===== src/rtl/maxnet_pkg.sv =====
// Shared types and defaults for the Maxnet winner-take-all engine.
package maxnet_pkg;

  localparam int NUM_NEURONS   = 4;
  localparam int ADDR_W        = 2;
  localparam int DEF_DATA_W    = 16;
  localparam int DEF_EPS_SHIFT = 3;
  localparam int DEF_MAX_ITER  = 64;

  typedef enum logic [1:0] {
    ST_IDLE = 2'd0,
    ST_LOAD = 2'd1,
    ST_ITER = 2'd2,
    ST_DONE = 2'd3
  } state_t;

  // Activation vector at the default width; element i is neuron i.
  typedef logic [NUM_NEURONS-1:0][DEF_DATA_W-1:0] act_arr_t;

endpackage


===== src/rtl/maxnet_update.sv =====
// One Maxnet lateral-inhibition step: all neurons updated from the old values,
// plus the nonzero count and the index of the (last) surviving neuron.
module maxnet_update
  import maxnet_pkg::*;
#(
  parameter int DATA_W    = DEF_DATA_W,
  parameter int EPS_SHIFT = DEF_EPS_SHIFT
) (
  input  logic [NUM_NEURONS-1:0][DATA_W-1:0] act,
  output logic [NUM_NEURONS-1:0][DATA_W-1:0] act_next,
  output logic [2:0]                         nz,
  output logic [ADDR_W-1:0]                  win_idx
);

  localparam int SUM_W = DATA_W + 2;

  logic [SUM_W-1:0] total;

  // Sum of all activations, widened so four full-scale values cannot overflow.
  always_comb begin
    total = '0;
    for (int i = 0; i < NUM_NEURONS; i++) begin
      total = total + {2'b00, act[i]};
    end
  end

  // Inhibit each neuron by eps * (sum of the others), clamping at zero.
  always_comb begin
    logic [SUM_W-1:0] inh;
    inh      = '0;
    act_next = '0;
    nz       = 3'd0;
    win_idx  = '0;
    for (int i = 0; i < NUM_NEURONS; i++) begin
      inh = (total - {2'b00, act[i]}) >> EPS_SHIFT;
      if ({2'b00, act[i]} > inh) begin
        // inh < act[i] here, so the truncation is lossless
        act_next[i] = act[i] - inh[DATA_W-1:0];
        nz          = nz + 3'd1;
        win_idx     = ADDR_W'(i);
      end else begin
        act_next[i] = '0;
      end
    end
  end

endmodule


===== src/rtl/maxnet_engine.sv =====
// Maxnet engine: loads four activations from memory, iterates inhibition until
// at most one neuron survives or MAX_ITER is hit. Optional MAXNET_ITER_COUNT_EN adds iter_count.
module maxnet_engine
  import maxnet_pkg::*;
#(
  parameter int DATA_W    = DEF_DATA_W,
  parameter int EPS_SHIFT = DEF_EPS_SHIFT,
  parameter int MAX_ITER  = DEF_MAX_ITER
) (
  input  logic              clk,
  input  logic              rst,
  input  logic              start,
  output logic [ADDR_W-1:0] mem_addr,
  input  logic [31:0]       mem_rdata,
  output logic              busy,
  output logic              done,
  output logic              winner_valid,
  output logic [ADDR_W-1:0] winner_idx,
  output logic [DATA_W-1:0] winner_val,
  output logic              timeout
`ifdef MAXNET_ITER_COUNT_EN
  ,
  output logic [$clog2(MAX_ITER+1)-1:0] iter_count
`endif
);

  localparam int CNT_W = $clog2(MAX_ITER + 1);

  state_t                            state_r;
  state_t                            state_nx;
  logic [ADDR_W-1:0]                 load_cnt_r;
  logic [CNT_W-1:0]                  iter_cnt_r;
  logic [NUM_NEURONS-1:0][DATA_W-1:0] act_r;
  logic [NUM_NEURONS-1:0][DATA_W-1:0] act_next;
  logic [2:0]                        nz;
  logic [ADDR_W-1:0]                 win_idx;
  logic                              resolved;
  logic                              last_iter;
  logic                              winner_valid_r;
  logic [ADDR_W-1:0]                 winner_idx_r;
  logic [DATA_W-1:0]                 winner_val_r;
  logic                              timeout_r;
  logic                              unused_rdata;

  assign unused_rdata = ^mem_rdata[31:DATA_W];

  maxnet_update #(
    .DATA_W    (DATA_W),
    .EPS_SHIFT (EPS_SHIFT)
  ) u_update (
    .act      (act_r),
    .act_next (act_next),
    .nz       (nz),
    .win_idx  (win_idx)
  );

  assign resolved  = (nz <= 3'd1);
  assign last_iter = (iter_cnt_r == CNT_W'(MAX_ITER - 1));

  // State register.
  always_ff @(posedge clk or posedge rst) begin
    if (rst) begin
      state_r <= ST_IDLE;
    end else begin
      state_r <= state_nx;
    end
  end

  // Next-state logic; start is only honoured when not busy.
  always_comb begin
    state_nx = state_r;
    case (state_r)
      ST_IDLE, ST_DONE: begin
        if (start) state_nx = ST_LOAD;
        else       state_nx = state_r;
      end
      ST_LOAD: begin
        if (load_cnt_r == 2'd3) state_nx = ST_ITER;
        else                    state_nx = ST_LOAD;
      end
      ST_ITER: begin
        if (resolved || last_iter) state_nx = ST_DONE;
        else                       state_nx = ST_ITER;
      end
      default: state_nx = ST_IDLE;
    endcase
  end

  // Load counter, activations, iteration counter and result registers.
  always_ff @(posedge clk or posedge rst) begin
    if (rst) begin
      load_cnt_r     <= '0;
      iter_cnt_r     <= '0;
      act_r          <= '0;
      winner_valid_r <= 1'b0;
      winner_idx_r   <= '0;
      winner_val_r   <= '0;
      timeout_r      <= 1'b0;
    end else begin
      case (state_r)
        ST_IDLE, ST_DONE: begin
          if (start) begin
            load_cnt_r     <= '0;
            iter_cnt_r     <= '0;
            winner_valid_r <= 1'b0;
            winner_idx_r   <= '0;
            winner_val_r   <= '0;
            timeout_r      <= 1'b0;
          end
        end
        ST_LOAD: begin
          act_r[load_cnt_r] <= mem_rdata[DATA_W-1:0];
          load_cnt_r        <= load_cnt_r + 2'd1;
          iter_cnt_r        <= '0;
        end
        ST_ITER: begin
          act_r      <= act_next;
          iter_cnt_r <= iter_cnt_r + CNT_W'(1);
          if (resolved) begin
            winner_valid_r <= (nz == 3'd1);
            winner_idx_r   <= (nz == 3'd1) ? win_idx : '0;
            winner_val_r   <= (nz == 3'd1) ? act_next[win_idx] : '0;
          end else if (last_iter) begin
            timeout_r <= 1'b1;
          end
        end
        default: begin
          load_cnt_r <= '0;
        end
      endcase
    end
  end

  assign mem_addr     = load_cnt_r;
  assign busy         = (state_r == ST_LOAD) || (state_r == ST_ITER);
  assign done         = (state_r == ST_DONE);
  assign winner_valid = winner_valid_r;
  assign winner_idx   = winner_idx_r;
  assign winner_val   = winner_val_r;
  assign timeout      = timeout_r;
`ifdef MAXNET_ITER_COUNT_EN
  assign iter_count   = iter_cnt_r;
`endif

endmodule

===== config.mk =====
export PLATFORM = sky130hd
export DESIGN_NAME = maxnet_engine
export DESIGN_NICKNAME = d
export VERILOG_FILES = /design/src/rtl/maxnet_pkg.sv /design/src/rtl/maxnet_update.sv /design/src/rtl/maxnet_engine.sv
export SDC_FILE = /design/constraint.sdc
export NUM_CORES = 1
export LEC_CHECK = 0
export ABC_AREA = 0
export CORE_MARGIN = 5
export CORE_UTILIZATION = 50
export DETAILED_ROUTE_END_ITERATION = 10
export GPL_ROUTABILITY_DRIVEN = 0
export MAX_ROUTING_LAYER = met4
export PLACE_DENSITY = 0.68
export SYNTH_ARGS = -nofsm -noshare
export SYNTH_HDL_FRONTEND = slang
export SYNTH_SLANG_ARGS = --single-unit

===== constraint.sdc =====
create_clock -name clk -period 14.65 [get_ports clk]
set_input_delay 2.1975 -clock clk [delete_from_list [all_inputs] [get_ports clk]]
set_output_delay 2.1975 -clock clk [all_outputs]
set_load 0.02 [all_outputs]

After elaboration in Yosys (flattened, before gate mapping)
Index checks and enable logic that the tools add are counted.
{"block": "classes", "n_eq_ne": 10, "n_addsub": 16, "muxes": 38, "n_lt_le_gt_ge": 8, "reduce_logical": 11}
{"operator": "two-way mux 16 bit", "n": 9}
{"operator": "case mux 64 bit (2 select lines)", "n": 1}
{"operator": "subtractor 18 x 16 -> 18 bit", "n": 4}
{"operator": "bitwise mux 64 bit", "n": 1}
{"operator": "greater-than comparator 16 x 15 -> 1 bit", "n": 4}
{"operator": "subtractor 16 x 15 -> 16 bit", "n": 4}
{"operator": "adder 18 x 16 -> 18 bit", "n": 2}
{"operator": "binary-select mux 16 bit (select 2 bit)", "n": 1}
{"operator": "demux 16 bit (select 2 bit)", "n": 1}
{"operator": "case mux 16 bit (2 select lines)", "n": 1}
{"operator": "case mux 7 bit (3 select lines)", "n": 1}
{"operator": "adder 16 x 16 -> 17 bit", "n": 1}
{"operator": "two-way mux 2 bit", "n": 7}
{"operator": "adder 3 x 1 -> 3 bit, second input constant", "n": 3}
{"operator": "two-way mux 3 bit", "n": 3}
{"operator": "inequality test 2 bit, second input constant", "n": 4}
{"operator": "case mux 2 bit (2 select lines)", "n": 2}
{"operator": "adder 7 x 1 -> 7 bit, second input constant", "n": 1}
{"operator": "== test 7 x 6 -> 1 bit, second input constant", "n": 1}
{"operator": "two-way mux 1 bit", "n": 7}
{"operator": "two-way mux 7 bit", "n": 1}
{"operator": "== test 2 bit, second input constant", "n": 3}
{"operator": "less-than comparator 2 x 3 -> 1 bit, second input constant", "n": 2}
{"operator": "case mux 2 bit (3 select lines)", "n": 1}
{"operator": "other kinds (14)", "n": 18}
{"block": "word_totals", "elab_cells": 94, "output_inout_bits": 24, "ff_bits": 95}

Logic depth before layout (Yosys ltp)
Gate-level depths: netlist of run 1.
{"block": "depth", "ltp_word": 16, "ltp_mapped": 46, "ltp_nobuf": 42}

Cells and area by module
A second synthesis of run 1 with hierarchy kept.
{"block": "unflattened", "hier_cells": 1437, "hier_area_um2": 11972.7}
{"mod": "maxnet_update", "cells_each": 949, "seq_area_each_um2": 0.0, "area_each_um2": 6929.1, "n_inst": 1}
{"mod": "maxnet_engine", "cells_each": 488, "seq_area_each_um2": 2377.3, "area_each_um2": 5043.6, "n_inst": 1}

Worst setup path before layout of run 1
OpenSTA, ideal clock, no wires.
{"block": "synth_timing", "path_kind": "flip-flop to flip-flop", "from": "register act_r[0] (netlist bit)", "to": "register winner_val_r[0], in the netlist winner_val[0]", "required_ns": 14.529, "setup_slack_ns": 5.975, "path_buffers": 3, "t_arrival_ns": 8.554, "period_less_slack_ns": 8.675, "stages_incl_launch_ff": 43, "path_cell_list": "dfrtp_1 ha_1 inv_1 fa_1 nor2b_1 o21ai_0 a21oi_1 o21ai_0 a21oi_1 a21oi_1 xor2_1 fa_1 inv_1 ha_1 and3_1 a221oi_1 nand2b_1 a21oi_1 [7 not listed] xor2_1 ha_1 nand3_1 or4_1 o21ai_0 o21ai_1 clkbuf_1 ha_1 xnor2_1 ha_1 nor2_1 nor3_1 o32ai_1 a221oi_2 a21o_1 buf_6 buf_8 a22o_1"}
{"block": "synth_between", "elab_chain_len": 16}
{"item": "start: declaration", "line_no": "maxnet_engine.sv:33", "source": "logic [NUM_NEURONS-1:0][DATA_W-1:0] act_r;"}
{"item": "start signal: indexed assignment", "line_no": "maxnet_engine.sv:112", "source": "act_r[load_cnt_r] <= mem_rdata[DATA_W-1:0];"}
{"item": "start signal: assignment", "line_no": "maxnet_engine.sv:117", "source": "act_r <= act_next;"}
{"item": "branches (longest 16 deep; another with adder 18 x 16 -> 18 bit)"}
{"item": "end signal: assignment", "line_no": "maxnet_engine.sv:122", "source": "winner_val_r <= (nz == 3'd1) ? act_next[win_idx] : '0;"}
{"item": "end: declaration", "line_no": "maxnet_engine.sv:41", "source": "logic [DATA_W-1:0] winner_val_r;"}
Parallel ways; which one is timed is not known. The select of a mux whose other input is x is not followed.
A chain may end at the register's enable or synchronous reset.

Worst setup path in the final report of run 1
{"block": "layout_timing", "from": "register act_r[0] (netlist bit)", "to": "register winner_val_r[2], in the netlist winner_val[2]"}
Same word-level chain as after synthesis.

==> impl_results.md, run 1 <==
- Run status: finished clean
- Routed Antenna Nets: 0
- CTS tree: done
- Clock Path Buffers: 2
- Synthesis Warnings: 0
- Area grow syn2layout: 8.26%
- Hold-fix buffers at CTS: 0
- Global-route wire length before repair: 60100 um
- Crit path launch type: flip-flop
- Synth Register Bits: 95
- Die height: 166 um
- GR Util All Layers: 27.6%
- Clock latency on the worst-skew pair: 0.37 ns
- Port bufs: 42
- Worst Max-Slew Pin Slew: 1.21 ns
- Post-layout net count: 1782
- Crit-path slowest cell: a21o_1
- Post-Syn Area: 0.0122 mm^2
- Total Neg Setup Slack: 0 ns
- Post-synthesis mux area share: 1.09%
- Core ar.: 0.0242 mm^2
- Drc violations: 0
- Final Cycle Share: 72.9%
- Post-CTS setup buffer count: 0
- Register area: 0.00238 mm^2
- H-tree depth: 3
- CTS buffer count: 9
- R2R Setup Slk: 3.98 ns
- Share of cells above drive strength 1: 3.58%
- Routed wire length: 38200 um
- Grt total ovfl: 0
- Max-cap violations: 0
- End-of-flow core utilization: 54.7%
- Finish-stage setup viols: 0
- Syn_nets: 1764
- Die area: 0.0277 mm^2
- CP bufs+invs: 4
- Worst Hold Class: reg -> reg
- Crit path max-delay family: compound AO/OA/AOI/OAI gates
- Slowest stage delay, CP: 0.57 ns
- Unique masters post-synth: 82
- Syn Area/Cell: 7.92 um^2
- Crit path top cell by count: ha_1
- Final setup skew: 0.0208 ns
- Fmax: 93.7 MHz
- Rows: 57
- CP Data Arrival Time: 10.97 ns
- Slew Viols, Final: 0
- Rel. slew slack: 19.4%
- WP data required: 14.95 ns
- # fillers: 2290
- Seq/Total Area, Yosys: 19.5%
- Initial antenna violation count: 1
- Fraction of the mapped netlist area in adder cells: 20.5%
- Minimum clock period: 10.67 ns
- Unrepaired setup endpoints after global routing: no
- Final Cell Area: 0.0132 mm^2
- Clock Pin Slew Worst Setup and Hold Paths: 0.09 ns
- Largest net degree at the start of global routing: 58
- XOR/XNOR Fraction of Synth Area: 9.17%
- Asr flop ratio synth: 100%
- Post-synth EDFFs: 0
- DR iter-0 viols: 1024
- Root buffer cell: clkbuf_16
- # resized after CTS: 0
- Setup crit end kind: flip-flop
- Simple-gate share of the synthesized area: 17.8%
- Synth Instances: 1542
- Most used DFF post-synth: dfrtp_1
- Compound-Gate Fraction of Synth Area: 26.2%
- Vias per cell: 6.22
- Starting Density: 50.5%
- Drt pass-1 iters: 7
- Multi-input gate area: 0.00914 mm^2
- WS Path Type: reg -> reg
- Clock sink count: 95
- Final Hold Viols: 0
- Worst Path Max Fanout: 19
- Die X: 166 um
- Via count: 11800
- Largest family of logic cells by synthesized area: compound AO/OA/AOI/OAI gates
- Number of global-route vias before repair: 11400
- Post-DP HPWL: 30200 um
- Top Ports: 59
- Routed len/inst: 20.2 um
- Cell Area, Placed: 0.0129 mm^2
[stage by stage]
step / std cells / setup WS, ns / hold slack, ns
after global routing: 1890 / 2.99 / 0.535
after global placement: 1873 / 4.27 / 0.464
final: 1890 / 3.98 / 0.491
after floorplan: 1542 / 5.97 / 0.452
after CTS: 1889 / 4.03 / 0.492
after detailed placement: 1873 / 4.12 / 0.470
[metal layers]
layer / routed length, um / vias up / share of wire (%) / global-route usage [%]
li1: - / 5600 / - / -
met3: 2890 / 83 / 7.6 / 3.07
met2: 17500 / 505 / 46 / 44.8
met5: 0 / - / 0 / -
met1: 16700 / 5573 / 44 / 36.8
met4: 1150 / 0 / 3.0 / 7.61
[state kept, by name (all words and copies together), names as in the netlist]
register      count
act_r            64
winner_val       16
iter_cnt_r        7
mem_addr          2
state_r           2
winner_idx        2
timeout           1
winner_valid      1
[worst paths after layout]
path                              start             to  depth (start not counted)
max                            act_r[0]  winner_val[2]                         42
min                        winner_valid   winner_valid                          1
max reg2reg                    act_r[0]  winner_val[2]                         42
min reg2reg                winner_valid   winner_valid                          1
max in group asynchronous           rst      act_r[15]                          3
min in group asynchronous           rst      act_r[34]                          2
[final cells by class]
cell class                 instances  area share, %
clock inverter                     6          0.407
multi-input combinational       1267           69.1
clock buffer                      10           1.73
inverter                         131           3.74
timing repair buffer              56           3.97
sequential                        95           18.0
antenna                            1         0.0189
tap                              324           3.06
[kinds of logic after synthesis]
logic type	count (synthesis)
AOI/OAI and AO/OA	480
and+or+nand+nor	460
adders and majority gates	187
buffers and inverters	180
xor gates and xnor gates	127
DFF	95
muxes	13
[cell usage after synthesis, drive strengths merged, types with 25 or more instances]
cell | instances | area, um^2
clkbuf | 37 | 140
nand3 | 41 | 205
nand2 | 117 | 439
nor3 | 40 | 205
xnor2 | 67 | 587
a21oi | 144 | 721
dfrtp | 95 | 2380
nor2 | 137 | 514
a21o | 38 | 285
o21ai | 84 | 420
nor2b | 32 | 200
xor2 | 60 | 533
ha | 165 | 2060
o22ai | 25 | 156
inv | 130 | 488
[worst reg2reg max path: cells and delay by family, from the launching register on]
family / cells / cell delay [ns]
xor+xnor: 3 / 0.78
compound gates: 17 / 4.33
simple gates: 10 / 1.61
fa+ha+maj: 8 / 2.68
buf+inv: 4 / 0.76
flops: 1 / 0.43
[cell usage in the layout (no fill, tap or decap), types with 11 or more instances in the layout]
cell type | Yosys | routed
fa_1 | 22 | 22
mux2i_1 | 11 | 11
a21o_1 | 38 | 38
nand4_1 | 14 | 14
a221oi_1 | 12 | 12
and3_1 | 13 | 13
nand2b_1 | 20 | 20
xnor2_1 | 67 | 67
o22ai_1 | 25 | 25
nor2_1 | 137 | 137
clkdlybuf4s50_1 | 0 | 42
a211oi_1 | 17 | 17
nand2_1 | 117 | 117
o21a_1 | 18 | 18
o21bai_1 | 12 | 12
o21ai_0 | 76 | 76
inv_1 | 129 | 128
nor2b_1 | 32 | 32
a21oi_1 | 144 | 144
dfrtp_1 | 95 | 95
a22o_1 | 18 | 18
xor2_1 | 59 | 59
nand3_1 | 41 | 41
o221ai_1 | 12 | 12
ha_1 | 165 | 164
buf_4 | 0 | 14
nor3_1 | 39 | 39
Power of run 1 is left out: the tool's default activity adds up to more than one toggle a clock period on the data nets, which glitch-free logic cannot reach.
==> run 2: changes to the inputs <==
--- a/config.mk
+++ b/config.mk
@@ -11,7 +11,7 @@
 export DETAILED_ROUTE_END_ITERATION = 10
 export GPL_ROUTABILITY_DRIVEN = 0
 export MAX_ROUTING_LAYER = met4
-export PLACE_DENSITY = 0.68
+export PLACE_DENSITY = 0.71
 export SYNTH_ARGS = -nofsm -noshare
 export SYNTH_HDL_FRONTEND = slang
 export SYNTH_SLANG_ARGS = --single-unit
==> constraint.sdc (replaced) <==
create_clock -name clk -period 8.9 [get_ports clk]
set_input_delay 1.335 -clock clk [delete_from_list [all_inputs] [get_ports clk]]
set_output_delay 1.335 -clock clk [all_outputs]
set_load 0.02 [all_outputs]
==> run 2 against run 1 <==
Against the previous run:
- first-iteration DRC count rose by 18%
- highest routed layer unchanged
- core utilization grew 2.6 points
- fmax increased by 26%
- flip-flop and latch count unchanged
- largest cell class unchanged
- die area unchanged
- sequential share of layout area is 0.80 points lower
- wire length up 3.2%
- final area grew 4.7%
- critical path depth down 1
==> impl_results.md, run 2 (synthesis gave the netlist of run 1 again) <==
- Final Hold Viols: 0 (unchanged)
- Die area: 0.0277 mm^2 (unchanged)
- Final setup skew: 0.00871 ns (-0.0121 ns)
- Routed Antenna Nets: 0 (unchanged)
- WP data required: 9.15 ns (-5.80 ns)
- Most flop-heavy register: act_r
- Routed wire length: 39400 um (+3.2%)
- Root buffer cell: clkbuf_16
- Fmax: 118 MHz (+26%)
- Clock sink count: 95 (unchanged)
- CTS buffer count: 9 (unchanged)
- Slew Viols, Final: 0 (unchanged)
- Drc violations: 0 (unchanged)
- Initial antenna violation count: 0 (-1)
- Setup crit end kind: flip-flop
- Starting Density: 50.5% (unchanged)
- R2R Setup Slk: 0.42 ns (-3.56 ns)
- Area grow syn2layout: 13.3%
- WL met3: 2920 um (+1.1%)
- Slowest stage delay, CP: 0.57 ns (about the same)
- DR top layer: met4
- Die X: 166 um (unchanged)
- Die height: 166 um (unchanged)
- Grt total ovfl: 0 (unchanged)
- Clock Pin Slew Worst Setup and Hold Paths: 0.07 ns (-0.02 ns)
- Core ar.: 0.0242 mm^2 (unchanged)
- Minimum clock period: 8.48 ns (-2.19 ns)
- Max-cap violations: 0 (unchanged)
- Clock latency on the worst-skew pair: 0.36 ns (about the same)
- Vias per cell: 6.29 (+1.0%)
- Finish-stage setup viols: 0 (unchanged)
- Largest net degree at the start of global routing: 68 (+17%)
- Global-route wire length before repair: 61900 um (+3.0%)
- Largest register FFs: 64 (unchanged)
- Run status: finished clean
- Min-Delay Path Depth: 1 (unchanged)
- Post-layout net count: 1831 (+2.7%)
- Rel. slew slack: 20.9% (+1.5 points)
- R2R depth: 41 (-2.4%)
- Most common cell after layout, fill and taps aside: ha_1
- End-of-flow core utilization: 57.3% (+2.6 points)
- H-tree depth: 3 (unchanged)
- Crit path launch type: flip-flop
- Share of cells above drive strength 1: 8.87% (+5.3 points)
- Top Ports: 59 (unchanged)
- DR iter-0 viols: 1208 (+18%)
- GR Util All Layers: 28.3% (+0.74 points)
- Diodes inserted: 0 (-1)
- Worst Max-Slew Pin Slew: 1.18 ns (-0.0221 ns)
- WS Path Type: reg -> reg
- Via count: 12200 (+3.5%)
- Rows: 57 (unchanged)
- Worst Path Max Fanout: 4 (-15)
- Final Cycle Share: 95.3% (+22 points)
- Drt pass-1 iters: 6 (-1)
- CP Data Arrival Time: 8.73 ns (-2.24 ns)
- Routed len/inst: 20.4 um (+0.74%)
- Post-DP HPWL: 30800 um (+1.9%)
- Commonest non-fill, non-tap cells in the layout: ha_1 (155), a21oi_1 (137), nor2_1 (136), inv_1 (128), nand2_1 (117)
- Crit-path slowest cell: or4_1
- CTS tree: done
- Clock Path Buffers: 2 (unchanged)
- M1 WL: 17000 um (+1.8%)
- Port bufs: 42 (unchanged)
- Number of global-route vias before repair: 11900 (+3.9%)
- Worst Hold Class: reg -> reg
- Detail Route met2 WL: 18200 um (+4.2%)
run 2: cell types whose count changed in the layout (fill, tap and decap cells not counted), sizes merged:
cell,change
diode,-1
inv,-3
bufinv,+1
clkbuf,+1
clkinvlp,-1
clkinv,+2
buf,+48
run 2: final timing paths:
kind | start | endpoint
setup / recovery | act_r[18] | state_r[0]
hold / removal | winner_valid | winner_valid
setup reg to reg | act_r[18] | state_r[0]
hold reg to reg | winner_valid | winner_valid
max in group asynchronous | rst | act_r[47]
min in group asynchronous | rst | act_r[34]
run 2: metrics by stage:
step                setup TNS (ns)  instances  worst slack (ns)  hold slack [ns]  area (um^2)
floorplan                        0       1542             0.225            0.452        12200
global placement                 0       1911             0.101            0.461        13300
detailed placement           -2.32       1911            -0.139            0.469        13300
CTS                              0       1926            0.0296            0.490        13600
global route                 -1.37       1937            -0.115            0.535        13800
finish                           0       1937             0.418            0.488        13800
run 2: routing by layer:
metal / vias to the layer above / global-route usage (%)
li1: 5704 / -
met1: 5807 / 37.9
met2: 574 / 46.0
met3: 91 / 2.26
met4: 0 / 9.11
met5: - / -
run 2: final cells by class:
cell class,instances,area [um^2]
clock buffers,10,239
clock inverters,5,58.8
fillers,2203,10300
inverters,131,494
multi-input cells,1267,9330
flip-flops and latches,95,2380
well taps,324,405
repair buffers,105,940
run 2: critical path: cells and delay by family, from the launching register on:
family,cells,cell delay (ns)
DFF,1,0.42
and+or+nand+nor,9,1.72
xor gates and xnor gates,3,0.45
adders and majority gates,7,2.14
AOI/OAI and AO/OA,17,2.93
buffers and inverters,5,0.69
run 2: repair_timing:
action	CTS	global route
gates cloned	0	2
setup endpoints to repair	21	21
setup buffers	0	9
gates resized for setup	2	43
pin swaps	0	15
hold buffers	0	0
Power of run 2 is left out for the same reason.
